<file path="config.mk">
export PLATFORM = sky130hd
export DESIGN_NAME = uart_tx_queue
export DESIGN_NICKNAME = d
export VERILOG_FILES = /design/src/rtl/uart_pkg.sv /design/src/rtl/sync_fifo.sv /design/src/rtl/uart_tx_queue.sv
export SDC_FILE = /design/constraint.sdc
export NUM_CORES = 1
export LEC_CHECK = 0
export ABC_CLOCK_PERIOD_IN_PS = 6600
export CORE_MARGIN = 1.5
export CORE_UTILIZATION = 54
export DETAILED_ROUTE_END_ITERATION = 8
export GPL_TIMING_DRIVEN = 0
export PLACE_DENSITY_LB_ADDON = 0.05
export SYNTH_ARGS = -nofsm -noshare
export SYNTH_HDL_FRONTEND = slang
export SYNTH_SLANG_ARGS = --single-unit
</file>
<file path="constraint.sdc">
create_clock -name clk -period 6.6 [get_ports clk]
set_input_delay 0.66 -clock clk [delete_from_list [all_inputs] [get_ports clk]]
set_output_delay 0.66 -clock clk [all_outputs]
set_load 0.005 [all_outputs]
</file>
<file path="src/rtl/uart_pkg.sv">
// Shared UART definitions: drain FSM encoding and default queue sizing.
// Latency: n/a (types and constants only).
// Backpressure: n/a.
package uart_pkg;

    typedef enum logic [1:0] {
        IDLE      = 2'd0,
        WAIT_BUSY = 2'd1,
        WAIT_DONE = 2'd2
    } txq_state_t;

    localparam int TXQ_DEPTH_LOG2   = 4;
    localparam int TXQ_DATA_W       = 8;
    localparam int TXQ_BUSY_TIMEOUT = 16;

endpackage

</file>
<file path="src/rtl/sync_fifo.sv">
// Generic synchronous FIFO: circular buffer with occupancy count and full/empty flags.
// Latency: a push sampled at edge k is readable on rd_dat_o after edge k (no write-to-read bypass).
// Backpressure: pushes while full are ignored; pops while empty are ignored.
module sync_fifo #(
    parameter int DEPTH_LOG2 = 4,
    parameter int DATA_W     = 8
) (
    input  logic                  clk,
    input  logic                  reset_n,
    input  logic                  wr_en_i,
    input  logic [DATA_W-1:0]     wr_dat_i,
    input  logic                  rd_en_i,
    output logic [DATA_W-1:0]     rd_dat_o,
    output logic                  full_o,
    output logic                  empty_o,
    output logic [DEPTH_LOG2:0]   level_o
);

    localparam int                DEPTH    = 1 << DEPTH_LOG2;
    localparam logic [DEPTH_LOG2:0] FULL_CNT = DEPTH[DEPTH_LOG2:0];

    logic [DATA_W-1:0]     mem_q [DEPTH];
    logic [DEPTH_LOG2-1:0] wr_ptr_q, wr_ptr_d;
    logic [DEPTH_LOG2-1:0] rd_ptr_q, rd_ptr_d;
    logic [DEPTH_LOG2:0]   count_q, count_d;
    logic                  push;
    logic                  pop;

    // Flags come from the registered count, so a same-cycle pop never frees room for a push.
    assign full_o   = (count_q == FULL_CNT);
    assign empty_o  = (count_q == '0);
    assign level_o  = count_q;
    assign rd_dat_o = mem_q[rd_ptr_q];

    assign push = wr_en_i && !full_o;
    assign pop  = rd_en_i && !empty_o;

    always_comb begin
        wr_ptr_d = wr_ptr_q;
        rd_ptr_d = rd_ptr_q;
        count_d  = count_q;
        if (push) begin
            wr_ptr_d = wr_ptr_q + 1'b1;
        end
        if (pop) begin
            rd_ptr_d = rd_ptr_q + 1'b1;
        end
        if (push && !pop) begin
            count_d = count_q + 1'b1;
        end else if (pop && !push) begin
            count_d = count_q - 1'b1;
        end
    end

    always_ff @(posedge clk) begin
        if (!reset_n) begin
            wr_ptr_q <= '0;
            rd_ptr_q <= '0;
            count_q  <= '0;
        end else begin
            wr_ptr_q <= wr_ptr_d;
            rd_ptr_q <= rd_ptr_d;
            count_q  <= count_d;
        end
    end

    always_ff @(posedge clk) begin
        if (push) begin
            mem_q[wr_ptr_q] <= wr_dat_i;
        end
    end

endmodule

</file>
<file path="src/rtl/uart_tx_queue.sv">
// Byte queue that drains into UART_TX, pacing START pulses off BUSY; UART_TXQ_OVF_FLAG_EN adds a sticky overflow flag.
// Latency: byte pushed at edge k into an idle, empty queue launches (o_tx_start high) after edge k+1.
// Backpressure: none toward the writer; pushes while full are dropped. Launches wait for i_tx_busy low.
module uart_tx_queue
    import uart_pkg::*;
#(
    parameter int DEPTH_LOG2   = TXQ_DEPTH_LOG2,
    parameter int DATA_W       = TXQ_DATA_W,
    parameter int BUSY_TIMEOUT = TXQ_BUSY_TIMEOUT
) (
    input  logic                  clk,
    input  logic                  reset_n,
    input  logic                  i_wr_en,
    input  logic [DATA_W-1:0]     i_wr_data,
    output logic                  o_full,
    output logic                  o_empty,
    output logic [DEPTH_LOG2:0]   o_level,
    input  logic                  i_tx_busy,
    output logic                  o_tx_start,
    output logic [DATA_W-1:0]     o_tx_data
`ifdef UART_TXQ_OVF_FLAG_EN
    ,
    input  logic                  i_clr_ovf,
    output logic                  o_overflow
`endif
);

    localparam int               TMO_W    = (BUSY_TIMEOUT > 1) ? $clog2(BUSY_TIMEOUT) : 1;
    localparam logic [TMO_W-1:0] TMO_LAST = TMO_W'(BUSY_TIMEOUT - 1);

    txq_state_t        state_q, state_d;
    logic              tx_start_q, tx_start_d;
    logic [DATA_W-1:0] tx_data_q, tx_data_d;
    logic [TMO_W-1:0]  tmo_cnt_q, tmo_cnt_d;

    logic              fifo_pop;
    logic [DATA_W-1:0] fifo_rd_dat;

    sync_fifo #(
        .DEPTH_LOG2 (DEPTH_LOG2),
        .DATA_W     (DATA_W)
    ) u_fifo (
        .clk      (clk),
        .reset_n  (reset_n),
        .wr_en_i  (i_wr_en),
        .wr_dat_i (i_wr_data),
        .rd_en_i  (fifo_pop),
        .rd_dat_o (fifo_rd_dat),
        .full_o   (o_full),
        .empty_o  (o_empty),
        .level_o  (o_level)
    );

    assign o_tx_start = tx_start_q;
    assign o_tx_data  = tx_data_q;

    always_comb begin
        state_d    = state_q;
        tx_start_d = 1'b0;
        tx_data_d  = tx_data_q;
        tmo_cnt_d  = tmo_cnt_q;
        fifo_pop   = 1'b0;
        unique case (state_q)
            IDLE: begin
                if (!o_empty && !i_tx_busy) begin
                    fifo_pop   = 1'b1;
                    tx_data_d  = fifo_rd_dat;
                    tx_start_d = 1'b1;
                    tmo_cnt_d  = '0;
                    state_d    = WAIT_BUSY;
                end
            end
            WAIT_BUSY: begin
                // A UART that never acknowledges must not wedge the queue.
                if (i_tx_busy) begin
                    state_d = WAIT_DONE;
                end else if (tmo_cnt_q == TMO_LAST) begin
                    state_d = IDLE;
                end else begin
                    tmo_cnt_d = tmo_cnt_q + 1'b1;
                end
            end
            WAIT_DONE: begin
                if (!i_tx_busy) begin
                    state_d = IDLE;
                end
            end
            default: begin
                state_d = IDLE;
            end
        endcase
    end

    always_ff @(posedge clk) begin
        if (!reset_n) begin
            state_q    <= IDLE;
            tx_start_q <= 1'b0;
            tx_data_q  <= '0;
            tmo_cnt_q  <= '0;
        end else begin
            state_q    <= state_d;
            tx_start_q <= tx_start_d;
            tx_data_q  <= tx_data_d;
            tmo_cnt_q  <= tmo_cnt_d;
        end
    end

`ifdef UART_TXQ_OVF_FLAG_EN
    logic ovf_q, ovf_d;

    // A drop in the same cycle as a clear keeps the flag set.
    always_comb begin
        ovf_d = ovf_q;
        if (i_wr_en && o_full) begin
            ovf_d = 1'b1;
        end else if (i_clr_ovf) begin
            ovf_d = 1'b0;
        end
    end

    always_ff @(posedge clk) begin
        if (!reset_n) begin
            ovf_q <= 1'b0;
        end else begin
            ovf_q <= ovf_d;
        end
    end

    assign o_overflow = ovf_q;
`endif

endmodule

</file>
# [Yosys cells after proc, flatten, opt, wreduce, memory -nomap -nowiden]
# Memory sizes are Yosys's and may differ from the RTL's. A register that Yosys moved wholly into a read port is not among the register bits.
# Index checks and enable logic that the tools add are counted.
[word_totals] ff_bits=20 ramBits=128 out_inout_bits=16 elab_cells=54 n_memories=1
[memory_table] memory="u_fifo.mem_q" depth=16 width=8 read_ports=1 rd_ports_with_merged_regs=1 wr=1 line_no="sync_fifo.sv:22" source="logic [DATA_W-1:0] mem_q [DEPTH];"
[classes] add_sub_neg=5 n_eq_ne=9 n_mux=15 n_reduce_logical=18
[op_table] op="4-bit by 1-bit adder with 4-bit output (second input constant)" count=3
[op_table] op="4-bit 2-to-1 mux" count=3
[op_table] op="5-bit 2-to-1 mux" count=2
[op_table] op="2-bit 2-to-1 mux" count=4
[op_table] op="2-bit != test (second input constant)" count=4
[op_table] op="4-bit case mux with 2 select lines" count=1
[op_table] op="1-bit zero test" count=6
[op_table] op="2-bit case mux with 3 select lines" count=1
[op_table] op="5-bit by 1-bit adder with 5-bit output (second input constant)" count=1
[op_table] op="5-bit equality test (second input constant)" count=1
[op_table] op="1-bit logical AND" count=5
[op_table] op="5-bit zero test" count=1
[op_table] op="5-bit by 1-bit subtractor with 5-bit output (second input constant)" count=1
[op_table] op="4-bit equality test (second input constant)" count=1
[op_table] op="1-bit 2-to-1 mux" count=4
[op_table] op="4-bit AND reduction" count=1
[op_table] op="2-bit nonzero test" count=2
[op_table] op="3-bit != test (second input constant)" count=1
[op_table] op="3-bit AND reduction" count=1
[op_table] op="2-bit by 1-bit equality test with 1-bit output (second input constant)" count=1
[op_table] op="2-bit equality test (second input constant)" count=1
[op_table] op="2-bit zero test" count=1
[op_table] op="2-bit AND reduction" count=1

# [Logic depth before layout (Yosys ltp)]
[logic_depth] ltp_word=9 depth_mapped=12

# [By module]
# Synthesis repeated with hierarchy kept, for this count alone.
[hier_totals] hier_cells=373 area_unflattened_um2=6419.9
[by_module_without_submodules] module="sync_fifo" instances=1 cells_each=307 area_per_inst_um2=5778.0 seq_area_each_um2=4184.0
[by_module_without_submodules] module="uart_tx_queue" instances=1 cells_each=66 area_per_inst_um2=641.9 seq_area_each_um2=300.3

# [Least setup slack after synthesis]
# No wires, ideal clock.
[synth_timing] kind="register -> register" start="reg u_fifo.count_q[0], in the netlist u_fifo.level_o[0]" end="reg u_fifo.count_q[4], in the netlist u_fifo.level_o[4]" setup_time_ns=0.072 arrival_time_ns=2.540 required_ns=6.528 slack_ns=3.989 path_stages_with_launch=12 n_path_buf=1 path_cell_list="dfxtp_1 nor4_4 a2111oi_4 buf_2 inv_1 ha_1 inv_1 ha_1 a21o_1 a21oi_1 mux2i_1 mux2i_1"
[synth_via] elab_chain_len=9 word_cells_on_any_way=18 cone_classes="add/sub (2); eq/ne (1); mux (4); reduce/logical (11)"
[synth_rtl] element="from (decl)" line_no="sync_fifo.sv:25" source="logic [DEPTH_LOG2:0] count_q, count_d;"
[synth_rtl] element="from (signal assigned)" line_no="sync_fifo.sv:63" source="count_q <= count_d;"
[synth_rtl] element="5-bit zero test" line_no="sync_fifo.sv:31" source="assign empty_o = (count_q == '0);"
[synth_rtl] element="1-bit zero test" line_no="sync_fifo.sv:36, uart_tx_queue.sv:65"
[synth_rtl] element="1-bit logical AND" line_no="uart_tx_queue.sv:65" source="if (!o_empty && !i_tx_busy) begin"
[synth_rtl] element="1-bit 2-to-1 mux" line_no="uart_tx_queue.sv:65"
[synth_rtl] element="1-bit 2-to-1 mux" line_no="uart_tx_queue.sv:63" source="unique case (state_q)"
[synth_rtl] element="1-bit logical AND" line_no="sync_fifo.sv:36" source="assign pop = rd_en_i && !empty_o;"
[synth_rtl] element="1-bit zero test" line_no="sync_fifo.sv:48" source="if (push && !pop) begin"
[synth_rtl] element="1-bit logical AND" line_no="sync_fifo.sv:48"
[synth_rtl] element="5-bit 2-to-1 mux / 2-bit nonzero test (equally long branches)"
# Parallel ways exist; a longest one is shown, timed or not. The select of a mux whose other input is x is not followed.
# A chain may end at the register's enable or synchronous reset.

# [Final worst setup path]
[layout_timing] start="in i_tx_busy" end="reg u_fifo.count_q[4], in the netlist u_fifo.level_o[4]"
[layout_via] elab_chain_len=8 word_cells_on_any_way=10 cone_classes="mux (3); reduce/logical (7)"
[layout_rtl] element="from (decl)" line_no="uart_tx_queue.sv:18" source="input logic i_tx_busy,"
[layout_rtl] element="1-bit zero test (*)"
[layout_rtl] element="1-bit logical AND (*)" line_no="uart_tx_queue.sv:65"
[layout_rtl] element="1-bit 2-to-1 mux (*)" line_no="uart_tx_queue.sv:65"
[layout_rtl] element="1-bit 2-to-1 mux (*)" line_no="uart_tx_queue.sv:63"
[layout_rtl] element="1-bit logical AND (*)" line_no="sync_fifo.sv:36"
[layout_rtl] element="1-bit zero test" line_no="sync_fifo.sv:48"
[layout_rtl] element="1-bit logical AND" line_no="sync_fifo.sv:48"
[layout_rtl] element="5-bit 2-to-1 mux / 2-bit nonzero test (equally long branches)"
# Every way passes the cells marked *; elsewhere a longest branch is shown, timed or not.

==> flow_summary.rst <==
.. list-table::
   :header-rows: 1

   * - Metric
     - Value
   * - Final Critical Period
     - 3.03 ns
   * - Final Wtd Congestion
     - 0.850
   * - TritonCTS clock tree
     - done
   * - Inst Count DP
     - approximately 600
   * - Leading area contributor after synthesis
     - edfxtp_1
   * - Data required time of the critical path
     - 6.95 ns
   * - Multi-input combinational cell area
     - around 1800 um^2
   * - Final #Nets
     - around 480
   * - Number of rows in the core area
     - 39
   * - Clk Latency, worst-skew pair
     - 0.42 ns
   * - Share of the clock period used by the worst path
     - 45.9%
   * - Share of async-settable or async-resettable flops after synthesis
     - 0%
   * - Number of synthesized flops with an enable pin
     - 128
   * - Cells after synthesis
     - 414
   * - Via count of the first global-routing pass
     - roughly 3,700
   * - Synth-to-layout area growth
     - 16.8%
   * - Run status
     - completed
   * - Max IR drop VDD
     - 0.000265 V
   * - Pin count of the biggest net entering global routing
     - 17
   * - DRC
     - 0
   * - LEAKAGE
     - 0.00240 uW
   * - Initial antenna violation count
     - 0
   * - Synth Net Count
     - 438
   * - Effective utilization at floorplan
     - 55.2%
   * - CP startpoint
     - i_tx_busy
   * - PostCTS Resize Cnt
     - 0
   * - Fillers
     - 838
   * - Per-instance average area after synthesis
     - 15.2 um^2
   * - Worst-case clock skew
     - around 0.0077 ns
   * - Worst r2r src
     - u_fifo.level_o[0]
   * - Startpoint of the lowest-slack hold path
     - tmo_cnt_q[3]
   * - Most used flip-flop cell after synthesis
     - edfxtp_1
   * - Number of input and output port buffers inserted
     - 27
   * - Synth Warn #
     - 0
   * - Main combinational cell family by area after synthesis
     - multiplexers
   * - Root Buffer Master
     - clkbuf_16
   * - Clock H-tree levels
     - 4
   * - First-pass GRT wire length
     - 20,700 um
   * - MaxCap Viol Count
     - 0
   * - Instance area after placement
     - 6760 um^2
   * - Width of the die
     - 111 um
   * - Vertical die dimension
     - 111 um
   * - Post-layout instance area
     - 7360 um^2
   * - CTS clk-pin slew, worst paths
     - around 0.060 ns
   * - Number of CTS-inserted buffers
     - 17
   * - Max Fclk
     - between 0.3 and 0.4 GHz
   * - Overall routing resource usage
     - 23.1%
   * - Total half-perimeter wirelength after legalization and detailed placement
     - 8570 um
   * - Routed WL per cell
     - 21.4 um
   * - Core region area
     - 11,400 um^2
   * - Antenna-violating nets left
     - 0
   * - Crit Path Class
     - input pin to flip-flop
   * - Power density over the cells
     - 367 nW/um^2
   * - Longest Clk Path Bufs
     - 2
   * - Grt ovf
     - 0
   * - Share of the yosys chip area belonging to registers
     - 69.9%
   * - Setup violation total in the final timing report
     - 0
   * - Number of pins with negative max-slew slack in the final report
     - 0
   * - Xor-xnor portion of the synthesized cell area
     - about 1.3%
   * - I/O pins
     - 28
   * - Clock sink count
     - about 160
   * - Most area-consuming cells after synthesis
     - edfxtp_1 61%, dfxtp_1 8.9%, mux2i_1 7.3%, mux4_2 3.9%, ha_1 2.2%
   * - Data arrival time of the worst path
     - 3.38 ns
   * - CTS hold repair buffers
     - 0
   * - Sequential cell area in the final layout
     - 4400 um^2
   * - Worst Slack Setup Final
     - 3.57 ns
   * - Type of the worst min-delay path
     - flip-flop to flip-flop
   * - Most repeated cell in the gate-level netlist after synthesis
     - edfxtp_1
   * - Number of antenna cells inserted
     - 0
   * - Slew @ Worst Pin
     - about 1.2 ns
   * - Setup tns final
     - 0 ns
   * - Simple-gate area share of the yosys netlist
     - 6.99%
   * - Portion of netlist area occupied by mux cells
     - 11.2%
   * - Total of flip-flops plus latches after synthesis
     - 156
   * - Post-CTS Setup Inserts
     - 0
   * - Fraction of final layout cells with drive strength greater than 1
     - between 10% and 20%
   * - RSZ-0062 raised after global routing
     - false
   * - Post-synthesis instance area
     - 6300 um^2
   * - Adder-cell area share of the yosys netlist
     - 2.50%
   * - Die area
     - 12,300 um^2
   * - Worst setup SP type
     - input pin
   * - Commonest cells post-synth
     - 128 x edfxtp_1, 46 x mux2i_1, 34 x nor2_1
   * - Compound-cell area share of the yosys netlist
     - 5.78%
   * - Iteration-0 DRC count of the detailed router
     - between 300 and 400
   * - Routed via count divided by cell count
     - 5.76
   * - Number of non-filler instances in the completed layout
     - approximately 620
   * - Share of the synthesized area in the top cell type
     - 61.0%
   * - Biggest fanout along the worst timing path
     - 10
   * - Total via count in the routed design
     - 3,548
   * - Total count of hold-check failures in the final report
     - 0
   * - Synth cell types
     - 39
   * - Pre-Repair DR Iteration Count
     - 4
   * - Total power
     - between 2000 and 3000 uW
   * - Place WS
     - approximately 3.1 ns
   * - Final routed wirelength across all metal layers
     - 13,200 um
   * - Critical Path End Type
     - flip-flop
   * - Worst slew margin
     - approximately a fifth
## cell families after synthesis
kind of cell,after synthesis
AND/OR/NAND/NOR,94
flip-flops,156
buffers and inverters,29
adder cells (fa/ha/maj),12
multiplexers,57
AO/OA/AOI/OAI,57
XOR/XNOR,9
## final timing paths
path                       end  slack (ns)  cells after the start
max          u_fifo.level_o[4]        3.57                     11
min               tmo_cnt_q[3]        0.51                      2
max reg2reg  u_fifo.level_o[4]        3.63                     11
min reg2reg       tmo_cnt_q[3]        0.51                      2
## flip-flops by register name, indices dropped and copies added (netlist names)
register         flops
o_tx_data            8
o_tx_start           1
state_q              2
tmo_cnt_q            4
u_fifo.level_o       5
u_fifo.mem_q       128
u_fifo.rd_ptr_q      4
u_fifo.wr_ptr_q      4
## cell type report
class / count / area share, %
Sequential cell: 156 / 59.9
Multi-Input combinational cell: 229 / 23.9
Clock buffer: 17 / 5.78
Timing Repair Buffer: 27 / 3.67
Tap cell: 143 / 2.43
Clock inverter: 15 / 2.33
Buffer: 19 / 1.51
Inverter: 10 / 0.510
## layout by cell type (no fill, tap or decap), types with 8 or more instances in the layout
master,instances
mux4_2,11
ha_1,11
clkbuf_16,17
buf_2,8
o22ai_1,21
dfxtp_1,28
mux2i_1,46
clkdlybuf4s50_1,27
inv_1,9
edfxtp_1,128
nor3_1,12
nand2_1,24
o21ai_0,12
nor2_1,34
a21oi_1,12
## stage by stage
stage	hold slack [ns]	utilization (%)
floorplan	0.468	-
global placement	0.477	59.1
detailed placement	0.497	59.2
CTS	0.505	64.4
global route	0.536	64.4
finish	0.507	64.4
## routing by layer
layer / share of wire [%] / track usage (%)
met1: 43 / 31.2
met2: 50 / 36.9
met3: 6.0 / 5.03
met4: 2.0 / 9.28
met5: 0 / 0
## critical path, cell delays in order
cell and delay [ns]:
clkdlybuf4s50_1 0.52, a2111oi_4 0.35, buf_2 0.30, inv_1 0.08
ha_1 0.24, inv_1 0.16, ha_1 0.28, a21o_1 0.17
a21oi_1 0.18, mux2i_1 0.24, mux2i_1 0.20
## power breakdown
part / switching [uW] / internal [uW] / total, uW
logic: 293 / 248 / 541
registers: 43.9 / 1130 / 1170
clock network: 389 / 594 / 983
total: 726 / 1970 / 2700
No activity file was read; power rests on OpenSTA's default activity.
